**config.mk**
```make
export PLATFORM = sky130hd
export DESIGN_NAME = if_fetch_unit
export DESIGN_NICKNAME = d
export VERILOG_FILES = /design/src/rtl/if_fetch_unit.sv
export SDC_FILE = /design/constraint.sdc
export NUM_CORES = 1
export LEC_CHECK = 0
export BUFFER_PORTS_ARGS = -buffer_cell sky130_fd_sc_hd__buf_2
export CORE_AREA = 2 2 93 95
export DETAILED_ROUTE_END_ITERATION = 12
export DIE_AREA = 0 0 95 97
export GPL_TIMING_DRIVEN = 0
export MAX_ROUTING_LAYER = met4
export PLACE_DENSITY = 0.79
export SETUP_SLACK_MARGIN = 0.15
export SLEW_MARGIN = 20
export SYNTH_ARGS = -nofsm -noshare
export SYNTH_HDL_FRONTEND = slang
export SYNTH_SLANG_ARGS = --single-unit
```
**constraint.sdc**
```tcl
create_clock -name i_clk -period 4.9 [get_ports i_clk]
set_input_delay 0.49 -clock i_clk [delete_from_list [all_inputs] [get_ports i_clk]]
set_output_delay 0.49 -clock i_clk [all_outputs]
set_load 0.05 [all_outputs]
```
**src/rtl/if_fetch_unit.sv**
```systemverilog
// Instruction-fetch producer for the IF/ID register: owns the fetch PC and runs a
// single-outstanding req/ready/rvalid handshake, presenting a NOP bubble when idle.
module if_fetch_unit #(
  parameter int                     PC_WIDTH = 32,
  parameter logic [PC_WIDTH-1:0]    RESET_PC = '0,
  parameter logic [31:0]            NOP_INST = 32'h00000013
) (
  input  logic                i_clk,
  input  logic                i_rst,
  input  logic                i_work_ena,
  input  logic                i_stall,
  input  logic                i_redirect_valid,
  input  logic [PC_WIDTH-1:0] i_redirect_pc,
  output logic                o_imem_req,
  output logic [PC_WIDTH-1:0] o_imem_addr,
  input  logic                i_imem_ready,
  input  logic                i_imem_rvalid,
  input  logic [31:0]         i_imem_rdata,
  output logic [PC_WIDTH-1:0] o_if_pc,
  output logic [31:0]         o_if_inst,
  output logic                o_if_valid
);

  typedef enum logic [1:0] {
    ST_IDLE,
    ST_REQ,
    ST_WAIT,
    ST_HOLD
  } state_t;

  state_t              r_state;
  state_t              w_state_nxt;
  logic [PC_WIDTH-1:0] r_pc;
  logic [PC_WIDTH-1:0] w_pc_nxt;
  logic                r_kill;
  logic                w_kill_nxt;
  logic [31:0]         r_buf;
  logic [31:0]         w_buf_nxt;
  logic [PC_WIDTH-1:0] w_redir_pc;
  logic                w_unused_lsbs;

  assign w_redir_pc    = {i_redirect_pc[PC_WIDTH-1:2], 2'b00};
  assign w_unused_lsbs = ^i_redirect_pc[1:0];

  always_ff @(posedge i_clk) begin
    if (i_rst) begin
      r_state <= ST_IDLE;
      r_pc    <= RESET_PC;
      r_kill  <= 1'b0;
      r_buf   <= NOP_INST;
    end else begin
      r_state <= w_state_nxt;
      r_pc    <= w_pc_nxt;
      r_kill  <= w_kill_nxt;
      r_buf   <= w_buf_nxt;
    end
  end

  always_comb begin
    w_state_nxt = r_state;
    w_pc_nxt    = r_pc;
    w_kill_nxt  = r_kill;
    w_buf_nxt   = r_buf;
    o_imem_req  = 1'b0;
    o_if_valid  = 1'b0;
    case (r_state)
      ST_IDLE: begin
        if (i_redirect_valid) begin
          w_pc_nxt = w_redir_pc;
        end else if (i_work_ena) begin
          w_state_nxt = ST_REQ;
        end
      end
      ST_REQ: begin
        // Gating with work_ena withdraws the request so no orphan response can follow.
        o_imem_req = i_work_ena;
        if (i_redirect_valid) begin
          w_pc_nxt = w_redir_pc;
        end
        if (o_imem_req && i_imem_ready) begin
          w_state_nxt = ST_WAIT;
          w_kill_nxt  = i_redirect_valid;
        end else if (!i_work_ena) begin
          w_state_nxt = ST_IDLE;
        end
      end
      ST_WAIT: begin
        if (i_redirect_valid) begin
          w_pc_nxt = w_redir_pc;
        end
        if (i_imem_rvalid) begin
          if (r_kill || i_redirect_valid) begin
            w_kill_nxt  = 1'b0;
            w_state_nxt = ST_REQ;
          end else begin
            w_buf_nxt   = i_imem_rdata;
            w_state_nxt = ST_HOLD;
          end
        end else if (i_redirect_valid) begin
          w_kill_nxt = 1'b1;
        end
      end
      ST_HOLD: begin
        o_if_valid = i_work_ena;
        if (i_redirect_valid) begin
          w_pc_nxt    = w_redir_pc;
          w_state_nxt = ST_REQ;
        end else if (i_work_ena && !i_stall) begin
          w_pc_nxt    = r_pc + PC_WIDTH'(4);
          w_state_nxt = ST_REQ;
        end
      end
      default: begin
        w_state_nxt = ST_IDLE;
      end
    endcase
  end

  assign o_imem_addr = r_pc;
  assign o_if_inst   = o_if_valid ? r_buf : NOP_INST;
  assign o_if_pc     = o_if_valid ? r_pc : '0;

endmodule

```
==> results_dict.tcl, run 1 <==
set metrics [dict create \
    start_kind "flop" \
    final_period_minus_worst_setup_slack_ns 2.90 \
    dp.cells 782 \
    floorplan.core_area_um2 8130 \
    worst_setup_hold_path_clk_slew_ns 0.08 \
    vias 4573 \
    r2r_slack_ns 2.08 \
    finalClockSkew_ns 0.00977 \
    dp_hpwl_mm 9.38 \
    number_of_library_cell_types_mapped_by_synthesis 57 \
    synth_enable_flop_cells 0 \
    final_layout_size_suffix_gt1_share_pct 28.1 \
    tritoncts.num_buffers 9 \
    synth.cell_area_um2 3780 \
    drv_cap 0 \
    worst-r2r-cell-count 7 \
    fin_total_pwr_mw 1.33 \
    finalHoldWorstSlack_ns 0.352 \
    clock_path_buffers 2 \
    postCtsResizedCells 0 \
    drt_pre_antenna_iters 5 \
    route.met2.wl_mm 6.18 \
    clk_root_buffer_cell "clkbuf_8" \
    grt_pass1_wl_mm 20.1 \
    synth-warning-count 0 \
    total_leakage_power_nw 2.43 \
    setup.worst_path.class "reg -> out" \
    place_worst_setup_slack_ns 2.19 \
    floorplan.die.width_um 95 \
    synthesis.instances 512 \
    synth_largest_area_cell "dfxtp_1" \
    layout.cells.non_filler 798 \
    hold_path_end "r_buf[4]$_SDFFE_PP1P_" \
    finalMaxSlewViolations 0 \
    critical_path.endpoint_type "output port" \
    vias_in_the_first_global_route 4261 \
    flow.area_growth_from_synthesis_pct 31.7 \
    power_density_nw_per_um2 268 \
    yosys_most_used_dff "dfxtp_1" \
    insertion_delay_ns 0.35 \
    highest-signal-layer "met4" \
    clock.fmax_ghz 0.345 \
    netlist_top_cells_area "dfxtp_1, and3_1, nand2_1" \
    top_level_ports 169 \
    totalNegativeSetupSlack_ns 0 \
    fin_area_um2 4970 \
    placement.cell_area_um2 4730 \
    grt_start_max_net_pins 13 \
    fin_util_pct 61.1 \
    timing.max_slew.rel_slack_pct 47.3 \
    critical_path.reg2reg.startpoint "r_state[0]$_SDFFE_PP0P_" \
    cts_tree "yes" \
    start_util_pct 46.4 \
    routed_wire_length_mm 12.8 \
    cts.htree.levels 3 \
    cp_data_arrival_time_ns 2.41 \
    wl_met1_mm 5.02 \
    ffs_latches_synth 65 \
    worstHoldPathType "in -> reg" \
    routed_via_density 5.73 \
    worst-endpoint-required_ns 4.41 \
    route.detailed.drc 0 \
    die_y_um 97 \
    crit_fanout 10 \
    clock-sinks 65 \
    synth_top_area_share_pct 34.4 \
    route.detailed.wl_per_inst_um 16.0 \
    cts_setup_buffers 0 \
    worst-slew-pin-transition_ns 0.791 \
    whs_path_depth 3 \
    hold_start "i_imem_rdata[4]" \
    ys_async_sr_fraction_pct 0 \
    setup_ws_ns 2.00 \
    synth_seq_area_share_pct 34.4 \
    fp.dieArea_um2 9220 \
    final_min_period_over_clock_period_pct 59.1 \
    met3_wirelength_mm 1.29 \
    gp_congestion 0.970 \
    power.ir.vdd_worst_mv 0.127 \
    antenna_cells_inserted 0 \
    outcome "complete, no violations" \
    cts_hold_repair.buffers 0 \
    setup-violations-final 0 \
    gr-usage-all-layers_pct 27.9 \
    io_buffer_count 162 \
    antenna_found_initial 0 \
    timing_hold_violations_final 0 \
    post_synth.cell_area_avg_um2 7.38 \
    detailedRoute.firstIterationViolations 329 \
    floorplan.rows 33 \
    rsz0062_at_grt "no" \
    detail_route_antenna_nets 0 \
    grt_overflow 0 \
    final_net_count 766 \
    timing.rr.end "o_imem_addr[29]$_SDFFE_PP0P_" \
]
==> report_power, final <==
| group | internal [mW] | switching, mW | leakage [nW] |
|---|---|---|---|
| Sequential | 0.545 | 0.0269 | 0.530 |
| Combinational | 0.0646 | 0.133 | 1.78 |
| Clock | 0.338 | 0.225 | 0.115 |
| Total | 0.947 | 0.385 | 2.43 |
==> metal layers <==
| layer | GRT usage (%) | up-vias |
|---|---|---|
| met5 | - | - |
| met4 | 10.0 | 0 |
| met3 | 7.09 | 40 |
| met2 | 45.6 | 269 |
| met1 | 32.9 | 2086 |
| li1 | - | 2178 |
==> placed cells by master, fill, tap and decap left out, drive strengths merged, types with 3 or more instances in the layout <==
master and n:
buf 171, nand2 96, and3 66, dfxtp 65, a21oi 45, clkbuf 44, nor2 24, o21ai 18
nand3 13, nand4 13, nor3 10, a211oi 9, inv 8, a22oi 8, a31oi 8, or3 8
nand2b 7, ha 7, and2 7, nor4 6, nand3b 5, conb 4, o221ai 3, and4 3
mux2i 3, o31ai 3, a311oi 3, o21bai 3, bufinv 3, a21o 3, or2 3
==> layout make-up <==
class,count,area (um^2)
plain buffers,45,213
clock buffers,9,124
clock inverters,7,119
fillers,758,3160
inverters,8,30.0
multi-input cells,397,2240
flip-flops and latches,65,1300
well taps,105,131
repair buffers,162,811
==> worst max-delay path, stage by stage (launching register included) <==
cell	delay, ns
dfxtp_1	0.45
ha_1	0.41
clkbuf_1	0.34
clkbuf_1	0.37
and3_1	0.22
buf_2	0.26
==> cell usage after synthesis, types with 2 or more instances <==
cell type / instances
nand4_1: 12
nor2b_1: 2
or2_2: 2
and2_1: 6
a21oi_1: 45
o21ai_0: 18
o31ai_1: 3
ha_1: 7
mux2i_1: 3
nand3b_1: 5
o221ai_1: 3
or3_1: 7
a31oi_1: 8
nor2_1: 24
a311oi_1: 3
buf_4: 6
dfxtp_1: 65
nor3_1: 9
buf_6: 2
inv_1: 8
and3_1: 65
clkbuf_1: 35
a21o_1: 2
o2bb2ai_1: 2
and4_1: 3
a22o_1: 2
a211oi_1: 9
nand2b_1: 7
a22oi_1: 8
nand3_1: 13
nand2_1: 96
o21bai_1: 3
nor4_1: 5
==> state kept, by name, summed over array words and instances (netlist names) <==
signal and cells:
r_state 2, o_imem_addr 30, r_buf 32, r_kill 1
==> cell families (layout without fill, tap and decap cells) <==
kind of cell             after synthesis  count (layout)  synth area share [%]
AND/OR/NAND/NOR                      267             267                  36.7
other                                  1               4                0.0993
adder cells (fa/ha/maj)                7               7                  2.32
buffers and inverters                 53             231                  6.43
multiplexers                           3               3                 0.795
AO/OA/AOI/OAI                        116             116                  19.2
flip-flops                            65              65                  34.4
==> worst max path at each step <==
stage	start	endpoint	slack (ns)
floorplan	o_imem_addr[2]$_SDFFE_PP0P_	o_imem_addr[20]$_SDFFE_PP0P_	2.56
global placement	i_work_ena	o_if_pc[25]	2.21
detailed placement	i_work_ena	o_if_pc[28]	2.19
CTS	r_state[0]$_SDFFE_PP0P_	o_if_pc[28]	1.99
global route	r_state[0]$_SDFFE_PP0P_	o_if_pc[21]	1.87
finish	r_state[0]$_SDFFE_PP0P_	o_if_pc[28]	2.00
No activity file was read; power rests on OpenSTA's default activity.
==> run 2: changes to the inputs <==
- ABC_AREA: unset -> 1
- CORE_AREA: 2 2 93 95 -> 2 2 100 102
- DIE_AREA: 0 0 95 97 -> 0 0 102 104
- PLACE_DENSITY: 0.79 -> 0.75
- clock period: 4.9 -> 2.6 ns (I/O delays scaled with it)
==> run 2 against run 1 <==
Against the previous run: synthesized cell count rose by 32%; design area is 7.0% higher; final cell count is 24% higher; sequential power rose by 120%; highest routed layer unchanged; clock-buffer cell count is 1 higher; combinational power increased to 5.4 times the previous value; clock skew hardly changed; clock power up 100%; register-to-register slack got worse by 1.3 ns; die area grew 15%; worst setup slack got worse by 1.7 ns; largest cell class unchanged; utilization down 5.4 points.
==> results_dict.tcl, run 2 <==
set metrics [dict create \
    cts_tree "yes" \
    clock-sinks 65 \
    netlist_top_cells_area "dfxtp_1, nand2_1, nor2_1" \
    die_y_um 104 \
    max_ffs_per_register 32 \
    synthesis.instances 674 \
    fp.dieArea_um2 10600 \
    grt_overflow 0 \
    gp_congestion 0.979 \
    floorplan.core_area_um2 9550 \
    outcome "complete, no violations" \
    antenna_found_initial 1 \
    worst-slew-pin-transition_ns 0.703 \
    totalNegativeSetupSlack_ns 0 \
    drt_pre_antenna_iters 5 \
    synth-warning-count 0 \
    route.detailed.wl_per_inst_um 13.7 \
    worst-endpoint-required_ns 2.34 \
    final_period_minus_worst_setup_slack_ns 2.29 \
    synth_largest_area_cell "dfxtp_1" \
    routed_via_density 4.89 \
    place_worst_setup_slack_ns 0.513 \
    yosys.area_share.adder_pct 2.15 \
    finalClockSkew_ns 0.00940 \
    pwr-share-comb_pct 30.9 \
    cp_data_arrival_time_ns 2.03 \
    cts_hold_repair.buffers 0 \
    fin_util_pct 55.7 \
    grt_start_max_net_pins 13 \
    power.ir.vdd_worst_mv 0.335 \
    top_level_ports 169 \
    timing_hold_violations_final 0 \
    synth.area.mux_share_pct 0 \
    setup-violations-final 0 \
    dp.cells 972 \
    internal-power_mw 2.12 \
    total_leakage_power_nw 2.38 \
    clock_path_buffers 2 \
    compound_cell_area_share_of_the_yosys_netlist_pct 16.2 \
    flow.area_growth_from_synthesis_pct 30.8 \
    final_net_count 928 \
    grt_pass1_wl_mm 21.5 \
    worst_setup_hold_path_clk_slew_ns 0.08 \
    floorplan.die.width_um 102 \
    synth_enable_flop_cells 0 \
    post_synth.cell_area_avg_um2 6.04 \
    layout.cells.non_filler 989 \
    synth_top_cells_by_count "nand2_1, nor2_1, inv_1, dfxtp_1, a21oi_1" \
    drv_cap 0 \
    clk_root_buffer_cell "clkbuf_8" \
    dp_hpwl_mm 10.4 \
    max_flop_register "r_buf" \
    synth_top_area_share_pct 32.0 \
    start_util_pct 42.6 \
    share_clk_of_total_power_pct 32.5 \
    yosys_most_used_dff "dfxtp_1" \
    finalHoldWorstSlack_ns 0.0956 \
    total_switching_power_mw 1.35 \
    crit_fanout 10 \
    post_synthesis_share_of_cell_area_spent_on_xor_and_xnor_gates_pct 0.215 \
    combinational_family_with_the_most_area_after_synthesis "simple AND/OR/NAND/NOR gates" \
    worstHoldPathType "in -> reg" \
    cts.htree.levels 3 \
    ffs_latches_synth 65 \
    leading_cell_type_in_the_layout_fill_and_taps_excluded "buf_2" \
    ys_async_sr_fraction_pct 0 \
    detail_route_antenna_nets 0 \
    fin_total_pwr_mw 3.47 \
    final_layout_size_suffix_gt1_share_pct 28.3 \
    timing.max_slew.rel_slack_pct 53.1 \
    insertion_delay_ns 0.36 \
    placement.cell_area_um2 5060 \
    post-synth-top-count-cell "nand2_1" \
    critical_path.endpoint_type "output port" \
    vias 4838 \
    synth.cell_area_um2 4070 \
    tritoncts.num_buffers 9 \
    final_min_period_over_clock_period_pct 88.1 \
    number_of_library_cell_types_mapped_by_synthesis 30 \
    synth_seq_area_share_pct 32.0 \
    vias_in_the_first_global_route 4499 \
    routed_wire_length_mm 13.6 \
    power_density_nw_per_um2 652 \
    detailedRoute.firstIterationViolations 236 \
    clock.fmax_ghz 0.436 \
    route.detailed.drc 0 \
    netSwitchingFraction_pct 39.0 \
    io_buffer_count 162 \
    synth_simple_gate_area_share_pct 37.6 \
    setup_ws_ns 0.308 \
    gr-usage-all-layers_pct 26.4 \
    fin_area_um2 5320 \
    most-common-layout-cells "buf_2, nand2_1, nor2_1" \
    floorplan.rows 36 \
    setup.worst_path.class "reg -> out" \
    share_seq_of_total_power_pct 36.6 \
    start_kind "flop" \
    finalMaxSlewViolations 0 \
    rsz0062_at_grt "no" \
]
-- run 2: what timing repair did --
| action | in CTS | in global routing |
|---|---|---|
| pin swaps | 0 | 0 |
| gates resized for setup | 1 | 7 |
| endpoints found under the setup margin | 1 | 52 |
| setup buffers | 0 | 0 |
-- run 2: cell type report --
type	instances	area, um^2
well taps	133	166
inverters	83	312
clock buffers	10	138
multi-input cells	495	2300
repair buffers	162	811
plain buffers	34	170
fillers	1055	4230
diodes	1	2.50
flip-flops and latches	65	1300
clock inverters	6	115
-- run 2: worst paths after layout --
kind                      startpoint                     end  slack [ns]  cells after the start
min                  i_imem_rdata[0]   r_buf[0]$_SDFFE_PP1P_         0.1                      3
max reg2reg  r_state[0]$_SDFFE_PP0P_   r_buf[6]$_SDFFE_PP0P_        0.74                      6
max          r_state[0]$_SDFFE_PP0P_              o_if_pc[7]        0.31                      5
min reg2reg   r_buf[31]$_SDFFE_PP0P_  r_buf[31]$_SDFFE_PP0P_        0.45                      2
-- run 2: cell families after synthesis --
family / Yosys count
fa+ha+maj: 7
compound gates: 123
simple gates: 360
other cells: 1
xor+xnor: 1
flops: 65
buf+inv: 117
-- run 2: critical path, cell delays in order (launching register included) --
cell and delay [ns]:
dfxtp_1 0.45, ha_1 0.26, nand2_2 0.19, clkbuf_2 0.28
nor2_1 0.21, buf_2 0.30
-- run 2: power by group through the flow --
stage | combinational [mW] | clock, mW | sequential (mW)
6_report | 1.07 | 1.13 | 1.27
5_1_grt | 1.18 | 1.18 | 1.29
2_1_floorplan | 0.592 | 0 | 1.45
3_3_place_gp | 1.05 | 0 | 1.28
3_5_place_dp | 1.06 | 0 | 1.29
4_1_cts | 1.06 | 1.14 | 1.26
-- run 2: per-layer routing --
metal	GRT usage, %	part of all wire (%)	up-vias
met5	-	0	-
met4	12.1	3.2	0
met3	5.17	8.9	34
met2	41.8	46	226
met1	32.0	42	2106
li1	-	-	2472
==> run 3: changes to the inputs <==
- REMOVE_ABC_BUFFERS: unset -> 1
- SKIP_LAST_GASP: unset -> 1
==> run 3 against run 2 <==
Against the previous run: design area fell by 3.1%; non-clock buffer count fell by 33; first-iteration DRC count rose by 4.2%; sequential share of layout area rose by 0.77 points; global-route usage fell by 2.6 points; sequential power barely moved; flip-flop and latch count did not move; clock-buffer cell count fell by 1; clock power fell by 14%; combinational power fell by 5%.
==> results_dict.tcl, run 3 (synthesized netlist as in run 2, its figures left out) <==
set metrics [dict create \
    worstHoldPathType "in -> reg" \
    max_flop_register "r_buf" \
    total_leakage_power_nw 2.28 \
    timing.max_slew.rel_slack_pct 40.3 \
    start_kind "flop" \
    io_buffer_count 162 \
    drv_cap 0 \
    fin_total_pwr_mw 3.25 \
    timing.critical_path.from "r_state[0]$_SDFFE_PP0P_" \
    clock_path_buffers 2 \
    final_min_period_over_clock_period_pct 90.9 \
    fp.dieArea_um2 10600 \
    dp_hpwl_mm 8.66 \
    floorplan.die.width_um 102 \
    flow.area_growth_from_synthesis_pct 26.8 \
    layout.cells.non_filler 957 \
    timing_hold_violations_final 0 \
    critical_path.endpoint_type "output port" \
    multi_input_comb_area_um2 2320 \
    most-common-layout-cells "buf_2, nand2_1, nor2_1" \
    crit_fanout 63 \
    critical_path.reg2reg.startpoint "r_state[0]$_SDFFE_PP0P_" \
    gr-usage-all-layers_pct 23.8 \
    fillCellCount 1027 \
    insertion_delay_ns 0.35 \
    start_util_pct 42.6 \
    setup.worst_path.class "reg -> out" \
    route.detailed.wl_per_inst_um 12.6 \
    final_period_minus_worst_setup_slack_ns 2.36 \
    final_net_count 896 \
    routed_wire_length_mm 12.1 \
    grt_start_max_net_pins 64 \
    grt_pass1_wl_mm 19.9 \
    place_worst_setup_slack_ns 0.0304 \
    vias_in_the_first_global_route 4143 \
    setup-violations-final 0 \
    detail_route_antenna_nets 0 \
    outcome "complete, no violations" \
    cts.htree.levels 3 \
    seqCellArea_um2 1300 \
    cp_data_arrival_time_ns 2.10 \
    floorplan.core_area_um2 9550 \
    clock.fmax_ghz 0.423 \
    fin_util_pct 54.0 \
    cts_hold_repair.buffers 0 \
    die_y_um 104 \
    floorplan.rows 36 \
    worst-endpoint-required_ns 2.34 \
    route.detailed.drc 0 \
    grt_overflow 0 \
    cts_setup_buffers 0 \
    worst_setup_hold_path_clk_slew_ns 0.07 \
    power.ir.vdd_worst_mv 0.309 \
    clk_root_buffer_cell "clkbuf_8" \
    worst-slew-pin-transition_ns 0.895 \
    top_level_ports 169 \
    hold_start "i_imem_rdata[1]" \
    vias 4578 \
    routed_via_density 4.78 \
    setup_ws_ns 0.237 \
    power_density_nw_per_um2 631 \
    tritoncts.num_buffers 9 \
    finalMaxSlewViolations 0 \
    clock-sinks 65 \
    gp_congestion 0.831 \
    leading_cell_type_in_the_layout_fill_and_taps_excluded "buf_2" \
    dp.cells 939 \
    detailedRoute.firstIterationViolations 246 \
    cts_tree "yes" \
    drt_pre_antenna_iters 4 \
    max_ffs_per_register 32 \
    finalClockSkew_ns 0.0124 \
    antenna_found_initial 1 \
    final_layout_size_suffix_gt1_share_pct 27.5 \
    rsz0062_at_grt "yes" \
]
[run 3: cell count changes in the layout (fill, tap and decap cells not counted), sizes merged]
cell    delta
clkbuf    -19
buf       -15
clkinv     +2
bufinv     -1
nor2       +1
[run 3: layout make-up]
| class | instances | share of cell area [%] |
|---|---|---|
| Sequential cell | 65 | 25.2 |
| Timing Repair Buffer | 163 | 16.1 |
| Inverter | 83 | 6.14 |
| Clock inverter | 7 | 1.84 |
| Antenna cell | 1 | 0.0485 |
| Tap cell | 133 | 3.23 |
| Multi-Input combinational cell | 496 | 45.0 |
| Clock buffer | 9 | 2.40 |
[run 3: per-layer routing]
metal,track usage (%),wire (um),vias to the layer above
li1,-,-,2403
met1,29.9,5320,1968
met2,36.9,5460,187
met3,6.72,1090,20
met4,7.43,234,0
met5,-,0,-
[run 3: critical path, cell delays in order, from the launching register on]
cell	delay, ns
dfxtp_1	0.44
ha_1	0.28
nand2_4	0.38
or2_2	0.43
buf_2	0.21
[run 3: worst paths after layout]
kind	cells past startpoint	slack [ns]	to
max	4	0.24	o_if_inst[4]
min	3	0.13	r_buf[1]$_SDFFE_PP1P_
max reg2reg	8	0.34	o_imem_addr[16]$_SDFFE_PP0P_
min reg2reg	2	0.46	r_buf[25]$_SDFFE_PP0P_
[run 3: power breakdown]
group | switching [mW] | internal [mW] | total, mW | leakage (nW)
sequential | 0.134 | 1.13 | 1.27 | 0.531
combinational | 0.724 | 0.292 | 1.02 | 1.64
clock | 0.431 | 0.540 | 0.971 | 0.109
[run 3: stage by stage]
step / cell area [um^2] / setup TNS [ns] / hold WS [ns]
2_1_floorplan: 3920 / -0.202 / 0.322
3_3_place_gp: 4890 / -23.07 / 0.440
3_5_place_dp: 4920 / 0 / 0.448
4_1_cts: 5150 / 0 / 0.113
5_1_grt: 5160 / 0 / 0.114
6_report: 5160 / 0 / 0.127
[run 3: repair_timing]
| action | 4_1_cts | 5_1_grt |
|---|---|---|
| pin swaps | 1 | 0 |
| cloned | 1 | 0 |
| endpoints found under the setup margin | 15 | 24 |
| resized for setup | 0 | 4 |
